==> src/rtl/processing_array_pkg.sv <==
// Shared types and constants for the NxN output-stationary systolic MAC array.
package processing_array_pkg;

  typedef enum logic [1:0] {
    IDLE  = 2'd0,
    LOAD  = 2'd1,
    DRAIN = 2'd2,
    DONE  = 2'd3
  } state_e;

  localparam int unsigned DEF_N      = 3;
  localparam int unsigned DEF_DATA_W = 8;
  localparam int unsigned DEF_ACC_W  = 32;
  localparam int unsigned DEF_K_W    = 8;

  // Largest positive two's-complement value of an acc_w-bit accumulator (acc_w <= 64).
  function automatic logic [63:0] sat_max(input int unsigned acc_w);
    return (64'd1 << (acc_w - 32'd1)) - 64'd1;
  endfunction

  // Most negative value of an acc_w-bit accumulator, in its low acc_w bits.
  function automatic logic [63:0] sat_min(input int unsigned acc_w);
    return 64'd1 << (acc_w - 32'd1);
  endfunction

endpackage

==> src/rtl/pe_mac.sv <==
// One systolic cell: forwards operands east/south with their valid bit and
// accumulates a*b on valid beats, wrapping or saturating on signed overflow.
module pe_mac
  import processing_array_pkg::*;
#(
  parameter int unsigned DATA_W = DEF_DATA_W,
  parameter int unsigned ACC_W  = DEF_ACC_W
) (
  input  logic              clk,
  input  logic              i_reset,
  input  logic              i_clear,
  input  logic              i_saturate,
  input  logic [DATA_W-1:0] i_a,
  input  logic [DATA_W-1:0] i_b,
  input  logic              i_valid,
  output logic [DATA_W-1:0] o_a,
  output logic [DATA_W-1:0] o_b,
  output logic              o_valid,
  output logic [ACC_W-1:0]  o_acc,
  output logic              o_ovf_c
);

  localparam int unsigned      PROD_W  = 2 * DATA_W;
  localparam logic [ACC_W-1:0] ACC_MAX = ACC_W'(sat_max(ACC_W));
  localparam logic [ACC_W-1:0] ACC_MIN = ACC_W'(sat_min(ACC_W));

  logic [DATA_W-1:0]        a_q, a_d, b_q, b_d;
  logic                     valid_q, valid_d;
  logic [ACC_W-1:0]         acc_q, acc_d;
  logic signed [PROD_W-1:0] a_ext_c, b_ext_c, prod_c;
  logic signed [ACC_W-1:0]  prod_ext_c;
  logic [ACC_W-1:0]         sum_c;
  logic                     ovf_raw_c;

  always_comb begin
    a_ext_c    = PROD_W'($signed(i_a));
    b_ext_c    = PROD_W'($signed(i_b));
    prod_c     = a_ext_c * b_ext_c;
    prod_ext_c = ACC_W'(prod_c);
    sum_c      = acc_q + prod_ext_c;
    // Overflow only possible when both addends share a sign.
    ovf_raw_c  = (acc_q[ACC_W-1] == prod_ext_c[ACC_W-1]) && (sum_c[ACC_W-1] != acc_q[ACC_W-1]);

    acc_d   = acc_q;
    a_d     = i_clear ? '0 : i_a;
    b_d     = i_clear ? '0 : i_b;
    valid_d = i_valid && !i_clear;
    o_ovf_c = i_valid && !i_clear && ovf_raw_c;
    if (i_clear) begin
      acc_d = '0;
    end else if (i_valid) begin
      if (ovf_raw_c && i_saturate) acc_d = acc_q[ACC_W-1] ? ACC_MIN : ACC_MAX;
      else                         acc_d = sum_c;
    end
  end

  always_ff @(posedge clk) begin
    if (!i_reset) begin
      a_q     <= '0;
      b_q     <= '0;
      valid_q <= 1'b0;
      acc_q   <= '0;
    end else begin
      a_q     <= a_d;
      b_q     <= b_d;
      valid_q <= valid_d;
      acc_q   <= acc_d;
    end
  end

  assign o_a     = a_q;
  assign o_b     = b_q;
  assign o_valid = valid_q;
  assign o_acc   = acc_q;

endmodule

==> src/rtl/processing_array_nxn.sv <==
// Output-stationary NxN systolic MAC array (C += A*B) with input skew, job FSM and drain counter.
// Optional PE_OVF_MAP_EN adds o_overflow_map with one sticky overflow bit per PE.
module processing_array_nxn
  import processing_array_pkg::*;
#(
  parameter int unsigned N      = DEF_N,
  parameter int unsigned DATA_W = DEF_DATA_W,
  parameter int unsigned ACC_W  = DEF_ACC_W,
  parameter int unsigned K_W    = DEF_K_W
) (
  input  logic                   clk,
  input  logic                   i_reset,
  input  logic [N*DATA_W-1:0]    i_a_vector,
  input  logic [N*DATA_W-1:0]    i_b_vector,
  input  logic                   i_data_valid,
  input  logic [K_W-1:0]         i_k_len,
  input  logic                   i_saturate,
  input  logic                   i_read_enable,
  input  logic                   i_clear_acc,
  output logic                   o_ready,
  output logic [N*N*ACC_W-1:0]   o_result_matrix,
  output logic                   o_computation_done,
  output logic                   o_overflow_detected
`ifdef PE_OVF_MAP_EN
  ,
  output logic [N*N-1:0]         o_overflow_map
`endif
);

  localparam int unsigned CNT_W     = K_W + 1;
  localparam int unsigned DRAIN_LEN = 2 * N - 1;
  localparam int unsigned DRN_W     = $clog2(2 * N);

  state_e            state_q, state_d;
  logic [CNT_W-1:0]  cnt_q, cnt_d, k_len_q, k_len_d, k_eff_c;
  logic [DRN_W-1:0]  drain_q, drain_d;
  logic              sat_q, sat_d, sat_eff_c;
  logic              ready_q, ready_d, done_q, done_d;
  logic              accept_c;
  logic [N*N-1:0]    ovf_evt_c;

  assign accept_c  = i_data_valid && ready_q && !i_clear_acc;
  assign k_eff_c   = (i_k_len == '0) ? (CNT_W'(1) << K_W) : CNT_W'(i_k_len);
  // The first beat reaches PE(0,0) in the accepting cycle, before sat_q is loaded.
  assign sat_eff_c = (state_q == IDLE) ? i_saturate : sat_q;

  always_comb begin
    state_d = state_q;
    cnt_d   = cnt_q;
    k_len_d = k_len_q;
    sat_d   = sat_q;
    drain_d = drain_q;
    if (i_clear_acc) begin
      state_d = IDLE;
      cnt_d   = '0;
      k_len_d = '0;
      sat_d   = 1'b0;
      drain_d = '0;
    end else begin
      case (state_q)
        IDLE: if (accept_c) begin
          k_len_d = k_eff_c;
          sat_d   = i_saturate;
          cnt_d   = CNT_W'(1);
          drain_d = '0;
          state_d = (k_eff_c == CNT_W'(1)) ? DRAIN : LOAD;
        end
        LOAD: if (accept_c) begin
          cnt_d = cnt_q + CNT_W'(1);
          if (cnt_d == k_len_q) begin
            state_d = DRAIN;
            drain_d = '0;
          end
        end
        DRAIN: begin
          drain_d = drain_q + DRN_W'(1);
          if (drain_q == DRN_W'(DRAIN_LEN - 1)) state_d = DONE;
        end
        DONE: if (i_read_enable) state_d = IDLE;
        default: state_d = IDLE;
      endcase
    end
    ready_d = (state_d == IDLE) || (state_d == LOAD);
    done_d  = (state_d == DONE);
  end

  always_ff @(posedge clk) begin
    if (!i_reset) begin
      state_q <= IDLE;
      cnt_q   <= '0;
      k_len_q <= '0;
      sat_q   <= 1'b0;
      drain_q <= '0;
      ready_q <= 1'b1;
      done_q  <= 1'b0;
    end else begin
      state_q <= state_d;
      cnt_q   <= cnt_d;
      k_len_q <= k_len_d;
      sat_q   <= sat_d;
      drain_q <= drain_d;
      ready_q <= ready_d;
      done_q  <= done_d;
    end
  end

  assign o_ready            = ready_q;
  assign o_computation_done = done_q;

  // Input skew: lane k is delayed k cycles; the valid bit rides with the A operand.
  logic [N-1:0][DATA_W-1:0] a_in, b_in, a_row, b_col;
  logic [N-1:0]             v_row;

  assign a_in     = i_a_vector;
  assign b_in     = i_b_vector;
  assign a_row[0] = a_in[0];
  assign b_col[0] = b_in[0];
  assign v_row[0] = accept_c;

  for (genvar k = 1; k < N; k++) begin : g_skew
    logic [DATA_W-1:0] a_q [k];
    logic [DATA_W-1:0] a_d [k];
    logic [DATA_W-1:0] b_q [k];
    logic [DATA_W-1:0] b_d [k];
    logic [k-1:0]      v_q, v_d;

    always_comb begin
      a_d[0] = i_clear_acc ? '0 : a_in[k];
      b_d[0] = i_clear_acc ? '0 : b_in[k];
      v_d    = '0;
      v_d[0] = accept_c;
      for (int d = 1; d < k; d++) begin
        a_d[d] = i_clear_acc ? '0 : a_q[d-1];
        b_d[d] = i_clear_acc ? '0 : b_q[d-1];
        v_d[d] = !i_clear_acc && v_q[d-1];
      end
    end

    always_ff @(posedge clk) begin
      if (!i_reset) begin
        for (int d = 0; d < k; d++) begin
          a_q[d] <= '0;
          b_q[d] <= '0;
        end
        v_q <= '0;
      end else begin
        for (int d = 0; d < k; d++) begin
          a_q[d] <= a_d[d];
          b_q[d] <= b_d[d];
        end
        v_q <= v_d;
      end
    end

    assign a_row[k] = a_q[k-1];
    assign b_col[k] = b_q[k-1];
    assign v_row[k] = v_q[k-1];
  end

  logic [N-1:0][N-1:0][DATA_W-1:0] pe_a, pe_b;
  logic [N-1:0][N-1:0]             pe_v;
  logic [N-1:0][N-1:0][ACC_W-1:0]  pe_acc;

  for (genvar i = 0; i < N; i++) begin : g_row
    for (genvar j = 0; j < N; j++) begin : g_col
      logic [DATA_W-1:0] a_w, b_n;
      logic              v_w;
      if (j == 0) begin : g_west_edge
        assign a_w = a_row[i];
        assign v_w = v_row[i];
      end else begin : g_west_pe
        assign a_w = pe_a[i][j-1];
        assign v_w = pe_v[i][j-1];
      end
      if (i == 0) begin : g_north_edge
        assign b_n = b_col[j];
      end else begin : g_north_pe
        assign b_n = pe_b[i-1][j];
      end

      pe_mac #(.DATA_W(DATA_W), .ACC_W(ACC_W)) u_pe (
        .clk        (clk),
        .i_reset    (i_reset),
        .i_clear    (i_clear_acc),
        .i_saturate (sat_eff_c),
        .i_a        (a_w),
        .i_b        (b_n),
        .i_valid    (v_w),
        .o_a        (pe_a[i][j]),
        .o_b        (pe_b[i][j]),
        .o_valid    (pe_v[i][j]),
        .o_acc      (pe_acc[i][j]),
        .o_ovf_c    (ovf_evt_c[i*N+j])
      );
    end
  end

  assign o_result_matrix = pe_acc;

  // Operands leaving the east and south edges have no consumer.
  logic unused_edge_c;
  always_comb begin
    unused_edge_c = 1'b0;
    for (int k = 0; k < N; k++) begin
      unused_edge_c = unused_edge_c ^ (^pe_a[k][N-1]) ^ (^pe_b[N-1][k]) ^ pe_v[k][N-1];
    end
  end

`ifdef PE_OVF_MAP_EN
  logic [N*N-1:0] ovf_map_q, ovf_map_d;

  always_comb ovf_map_d = i_clear_acc ? '0 : (ovf_map_q | ovf_evt_c);

  always_ff @(posedge clk) begin
    if (!i_reset) ovf_map_q <= '0;
    else          ovf_map_q <= ovf_map_d;
  end

  assign o_overflow_map      = ovf_map_q;
  assign o_overflow_detected = |ovf_map_q;
`else
  logic ovf_q, ovf_d;

  always_comb ovf_d = i_clear_acc ? 1'b0 : (ovf_q || (|ovf_evt_c));

  always_ff @(posedge clk) begin
    if (!i_reset) ovf_q <= 1'b0;
    else          ovf_q <= ovf_d;
  end

  assign o_overflow_detected = ovf_q;
`endif

endmodule

==> config.mk <==
export PLATFORM = sky130hd
export DESIGN_NAME = processing_array_nxn
export DESIGN_NICKNAME = d
export VERILOG_FILES = /design/src/rtl/processing_array_pkg.sv /design/src/rtl/pe_mac.sv /design/src/rtl/processing_array_nxn.sv
export SDC_FILE = /design/constraint.sdc
export NUM_CORES = 2
export LEC_CHECK = 0
export BUFFER_PORTS_ARGS = -buffer_cell sky130_fd_sc_hd__buf_4
export CORE_MARGIN = 2
export CORE_UTILIZATION = 55
export DETAILED_ROUTE_END_ITERATION = 6
export HOLD_SLACK_MARGIN = 0.1
export PLACE_DENSITY = 0.74
export SLEW_MARGIN = 15
export SYNTH_ARGS = -nofsm -noshare
export SYNTH_HDL_FRONTEND = slang
export SYNTH_SLANG_ARGS = --single-unit
==> constraint.sdc <==
create_clock -name clk -period 10.2 [get_ports clk]
set_input_delay 0.51 -clock clk [delete_from_list [all_inputs] [get_ports clk]]
set_output_delay 0.51 -clock clk [all_outputs]
set_load 0.01 [all_outputs]
# Yosys cells after proc, flatten, opt, wreduce, memory -nomap -nowiden
# Memory sizes are Yosys's and may differ from the RTL's.
# Cells that the tools add are included.
# W data, S select, Z words.
[classes]
muxes = 51
n_mul = 9
n_reduce_logical = 54
n_bitwise = 5
add_sub_neg = 11
n_eq_ne = 29
[ops]
columns = ["cell", "count"]
rows = [
  ["$mux W32", 18],
  ["$add A32 B32 Y32", 9],
  ["$mul A8 B8 Y16", 9],
  ["$mux W8", 12],
  ["$logic_and A1 B1 Y1", 39],
  ["$mux W9", 3],
  ["$pmux W9 S2", 1],
  ["$reduce_or A8 Y1", 2],
  ["$mux W2", 7],
  ["$add A9 B1 Y9 const B", 1],
  ["$eq A1 B1 Y1", 9],
  ["$eq A9 B1 Y1 const B", 1],
  ["$eq A9 B9 Y1", 1],
  ["$mux W3", 3],
  ["$ne A1 B1 Y1", 9],
  ["$pmux W3 S3", 1],
  ["$reduce_or A9 Y1", 1],
  ["$logic_not A8 Y1", 1],
  ["$pmux W2 S4", 1],
  ["$eq A2 B2 Y1 const B", 3],
  ["$mux W1", 5],
  ["$eq A2 B1 Y1 const B", 2],
  ["$logic_not A2 Y1", 2],
  ["$ne A2 B1 Y1 const B", 2],
  ["13 further kinds", 17],
]
[totals]
mem_bits_rw = 48
memories = 4
register_bits = 420
wordCells = 200
out_inout_bits = 291
[memory_table]
columns = ["memory", "words", "width", "read_ports", "rd_ports_with_merged_regs", "wr", "line", "rtl"]
rows = [
  ["g_skew[2].a_q", 2, 8, 2, 0, 2, "processing_array_nxn.sv:121", "logic [DATA_W-1:0] a_q [k];"],
  ["g_skew[2].b_q", 2, 8, 2, 0, 2, "processing_array_nxn.sv:123", "logic [DATA_W-1:0] b_q [k];"],
  ["g_skew[1].a_q", 1, 8, 1, 0, 1, "processing_array_nxn.sv:121", ""],
  ["g_skew[1].b_q", 1, 8, 1, 0, 1, "processing_array_nxn.sv:123", ""],
]

# Longest topological paths before layout
[depth]
word_depth = 9
mapped_depth = 34
depth_no_buf = 32

# Hierarchy
# A second synthesis with hierarchy kept.
[unflattened]
cells_unflattened = 6536
hier_area_um2 = 56291.5
[modules_own_cells]
columns = ["mod", "n_inst", "seq_area_each_um2", "cells_each", "area_each_um2"]
rows = [
  ["pe_mac (g_row[0].g_col[0].u_pe ...)", 3, 980.9, 684, 5935.7],
  ["pe_mac (g_row[2].g_col[0].u_pe ...)", 3, 980.9, 701, 5933.2],
  ["pe_mac (g_row[1].g_col[2].u_pe)", 1, 980.9, 711, 6057.1],
  ["pe_mac (g_row[1].g_col[1].u_pe)", 1, 980.9, 697, 5879.4],
  ["pe_mac (g_row[1].g_col[0].u_pe)", 1, 980.9, 662, 5800.6],
  ["processing_array_nxn", 1, 1541.5, 311, 2947.8],
]

# Worst setup path after synthesis
# No wires, ideal clock.
[synth_path]
path_kind = "register to register"
startpoint = "register g_row[0].g_col[0].u_pe.a_q[7]"
endpoint = "register g_row[0].g_col[1].u_pe.acc_q[0]"
t_arrival_ns = 7.530
path_slack_ns = 2.553
path_buffers = 3
period_less_slack_ns = 7.647
required_ns = 10.083
stages_incl_launch_ff = 32
setup_time_ns = 0.117
path_cell_list = "dfxtp_1 clkbuf_1 and2_1 fa_1 inv_1 fa_1 inv_1 fa_1 inv_1 fa_1 inv_1 ha_1 o21ai_0 o21ai_1 a31oi_1 o21bai_1 a2111oi_0 or3_1 xnor2_1 ha_1 a21o_1 a21o_1 a21oi_1 o211a_1 o31ai_4 a2111oi_0 or3_1 buf_2 mux2_2 buf_2 a21oi_1 nor2_1"
[synth_between]
elab_chain_cells = 6
[synth_lines]
columns = ["item", "line", "rtl"]
rows = [
  ["start: declaration", "pe_mac.sv:27", "logic [DATA_W-1:0] a_q, a_d, b_q, b_d;"],
  ["start signal: assignment", "pe_mac.sv:59", "a_q <= '0;"],
  ["start signal: assignment", "pe_mac.sv:64", "a_q <= a_d;"],
  ["$mul A8 B8 Y16 *", "pe_mac.sv:38", "prod_c = a_ext_c * b_ext_c;"],
  ["$add A32 B32 Y32", "pe_mac.sv:40", "sum_c = acc_q + prod_ext_c;"],
  ["$ne A1 B1 Y1", "pe_mac.sv:42", "ovf_raw_c = (acc_q[ACC_W-1] == prod_ext_c[ACC_W-1]) && (sum_c[ACC_W-1] != acc_q[ACC_W-1]);"],
  ["$logic_and A1 B1 Y1 *", "pe_mac.sv:42", ""],
  ["$logic_and A1 B1 Y1 *", "pe_mac.sv:52", "if (ovf_raw_c && i_saturate) acc_d = acc_q[ACC_W-1] ? ACC_MIN : ACC_MAX;"],
  ["$mux W32 *", "pe_mac.sv:52", ""],
  ["end signal: assignment", "pe_mac.sv:62", "acc_q <= '0;"],
  ["end signal: assignment", "pe_mac.sv:67", "acc_q <= acc_d;"],
  ["end: declaration", "pe_mac.sv:29", "logic [ACC_W-1:0] acc_q, acc_d;"],
]
# Every way passes the cells marked *; elsewhere a longest branch is shown, timed or not.
# A chain may end at the register's enable or synchronous reset.

# Worst setup path in the final report
[layout_path]
startpoint = "register g_row[0].g_col[0].u_pe.b_q[3]"
endpoint = "register g_row[1].g_col[0].u_pe.acc_q[31]"
[layout_between]
elab_chain_cells = 6
[layout_lines]
columns = ["item", "line", "rtl"]
rows = [
  ["start: declaration", "pe_mac.sv:27", ""],
  ["start signal: assignment", "pe_mac.sv:60", "b_q <= '0;"],
  ["start signal: assignment", "pe_mac.sv:65", "b_q <= b_d;"],
  ["$mul A8 B8 Y16 *", "pe_mac.sv:38", ""],
  ["$add A32 B32 Y32", "pe_mac.sv:40", ""],
  ["$ne A1 B1 Y1", "pe_mac.sv:42", ""],
  ["$logic_and A1 B1 Y1", "pe_mac.sv:42", ""],
  ["$logic_and A1 B1 Y1", "pe_mac.sv:52", ""],
  ["$mux W32 *", "pe_mac.sv:52", ""],
  ["end signal: assignment", "pe_mac.sv:62", ""],
  ["end signal: assignment", "pe_mac.sv:67", ""],
  ["end: declaration", "pe_mac.sv:29", ""],
]
# Marked as above.

==> impl_metrics.json <==
{
  "crit_fanout": 20,
  "cpMaxStageDelayCell": "dfxtp_1",
  "hold-path-cell-count": 2,
  "post-route-util_pct": 62.56,
  "syn_inst": 6054,
  "leakage_uw": 0.02826,
  "finalHoldViolations": 0,
  "status": "complete, no violations",
  "grt_max_degree": 223,
  "cts_resized": 0,
  "grt_pass1_vias": 42520,
  "hp-start": "i_b_vector[2]",
  "slew_violations": 0,
  "hold_slack_ps": 135.3,
  "final_common_cell": "inv_1",
  "required_ps": 10770,
  "critPathLaunchType": "flop",
  "setup_viol_count_final": 0,
  "grt_overflow": 0,
  "m1WireLength_um": 57270,
  "holdBufCountCts": 41,
  "syn2layout_area_growth_pct": 12.40,
  "io_pins": 353,
  "detail-route-antenna-nets": 0,
  "numCtsBuffers": 57,
  "final_cell_mix": "inv_1, and2_1, ha_1",
  "wl_met2_um": 64060,
  "avgSynthCellArea_um2": 8.453,
  "wl_met3_um": 6634,
  "clk_pin_slew_ps": 60,
  "ys_seq_area_share_pct": 18.11,
  "r2r_start": "g_row[0].g_col[0].u_pe.o_b[3]",
  "die_x_um": 309.0,
  "vias": 42920,
  "synth_edf_count": 0,
  "syn-num-nets": 7163,
  "cts_root_buf": "clkbuf_16",
  "htree_levels": 2,
  "hold_class": "in2reg",
  "ys_seq_elements": 463,
  "finClkSkew_ps": 25.60,
  "critical_path.max_stage_delay_ps": 640,
  "crit_type": "reg2reg",
  "wl_per_cell_um": 17.32,
  "vias_per_cell": 5.606,
  "crit_path_frequent_cell": "a21oi_1",
  "rsz0062_at_grt": "no",
  "critPathTopFamily": "compound AO/OA/AOI/OAI gates",
  "post_synth_num_cell_types": 87,
  "drtIter0Drc": 2525,
  "grt_pass1_wl_um": 216400,
  "slew_headroom_pct": 23.89,
  "port_buffers": 352,
  "tritoncts": "built",
  "topRoutingLayerUsed": "met5",
  "powerDensity_nw_per_um2": 115.9,
  "start_util_pct": 55.66,
  "gp_congestion": 0.9142,
  "final_nets": 7473,
  "finalCriticalPeriod_ps": 8721,
  "yosys_warnings": 0,
  "drc": 0,
  "holdPathEnd": "g_row[0].g_col[0].u_pe.o_b[2]",
  "cp-end-kind": "flop",
  "timing_worst_slew_pin_value_ps": 1142,
  "clock_latency_ps": 680,
  "fin_setup_tns_ps": 0,
  "gr-usage-all-layers_pct": 27.77,
  "antenna_found_initial": 4,
  "cts_buffer_depth": 3,
  "crit_arrival_ps": 9300,
  "period_share_pct": 85.50,
  "drt-total-wl_um": 132600,
  "fill_cells": 8032,
  "async_reset_ff_share_pct": 0,
  "reg2reg_slack_ps": 1480,
  "worst-path-buf-inv": 4,
  "ir_worst_vdd_uv": 484.4,
  "cap_violations": 0,
  "cts.sinks": 463,
  "core_area_um2": 91940,
  "dieArea_um2": 95500,
  "postCtsSetupRepairBufs": 0,
  "drtPass1Iterations": 5,
  "max_freq_mhz": 114.7,
  "ff2ff_path_depth": 31,
  "dp.final_hpwl_um": 102500,
  "r2r_end": "g_row[1].g_col[0].u_pe.o_acc[31]",
  "drive_gt1_share_pct": 8.593,
  "rows": 111,
  "ys.flop_type": "dfxtp_1",
  "power.total_uw": 6667,
  "die_y_um": 309.0,
  "mappedNetlistArea_um2": 51170
}
[cells by family after synthesis]
kind of cell / count (synthesis) / share of synthesized area [%]
compound gates: 1334 / 16.57
xor+xnor: 396 / 6.778
fa+ha+maj: 1047 / 32.99
buf+inv: 997 / 7.389
flops: 463 / 18.11
mux: 17 / 0.3668
simple gates: 1800 / 17.79
[where the power goes]
part           switching [uW]  leakage, uW  internal [uW]
clock network             903     0.000996           1350
registers                69.8      0.00374           1860
logic                    1420       0.0235           1070
[per-stage QoR]
step	area (um^2)	setup slack (ps)	std cells
3_5_place_dp	55040	1614	7507
3_3_place_gp	55040	1670	7507
2_1_floorplan	51170	2553	6054
6_report	57520	1479	7656
4_1_cts	57500	1542	7655
5_1_grt	57520	940.4	7656
[flip-flops by register name, indices dropped and copies added (netlist names)]
name	count
g_row.g_col.u_pe.o_acc	288
g_row.g_col.u_pe.o_a	48
g_row.g_col.u_pe.o_b	48
g_skew.a_q	24
g_skew.b_q	24
cnt_q	9
k_len_q	9
drain_q	3
g_row.g_col.u_pe.o_valid	2
g_skew.v_q	2
state_q	2
o_computation_done	1
o_overflow_detected	1
o_ready	1
sat_q	1
[worst max path at each step]
stage                     cells after the start                                to  slack, ps                           from
after global routing                         31  g_row[1].g_col[0].u_pe.o_acc[31]        940  g_row[0].g_col[0].u_pe.o_b[3]
final                                        31  g_row[1].g_col[0].u_pe.o_acc[31]       1480  g_row[0].g_col[0].u_pe.o_b[3]
after floorplan                              31   g_row[0].g_col[1].u_pe.o_acc[0]       2550  g_row[0].g_col[0].u_pe.o_a[7]
after CTS                                    31  g_row[1].g_col[0].u_pe.o_acc[31]       1540  g_row[0].g_col[0].u_pe.o_b[3]
after global placement                       31  g_row[1].g_col[0].u_pe.o_acc[31]       1670  g_row[0].g_col[0].u_pe.o_b[0]
after detailed placement                     31  g_row[1].g_col[0].u_pe.o_acc[31]       1610  g_row[0].g_col[0].u_pe.o_b[3]
[synthesized netlist by cell type, drive strengths merged (74+ instances only)]
master / n / area (um^2)
dfxtp: 463 / 9269
and2: 546 / 3416
a21o: 147 / 1104
xor2: 89 / 779.5
o21bai: 79 / 593.1
nor2b: 74 / 462.9
ha: 543 / 6794
a31oi: 196 / 1256
xnor2: 307 / 2689
inv: 827 / 3104
fa: 504 / 10090
nor2: 278 / 1044
a21oi: 389 / 1947
nand2: 534 / 2012
nand3: 99 / 495.5
clkbuf: 141 / 529.3
o21ai: 236 / 1181
[routing by layer]
layer / up-vias / GRT usage [%]
met5: - / 0
met4: 2 / 9.449
met3: 220 / 3.460
met2: 1027 / 47.87
met1: 20800 / 35.98
li1: 20870 / -
[cell type report]
| type | count | area [um^2] | area share, % |
|---|---|---|---|
| diodes | 1 | 2.502 | 0.004351 |
| clock buffers | 78 | 1625 | 2.826 |
| clock inverters | 29 | 426.7 | 0.7418 |
| inverters | 827 | 3104 | 5.397 |
| multi-input cells | 4594 | 38260 | 66.51 |
| flip-flops and latches | 463 | 9270 | 16.12 |
| well taps | 1243 | 1555 | 2.704 |
| repair buffers | 421 | 3276 | 5.695 |
Note: power is estimated with default switching activity, not from simulation.
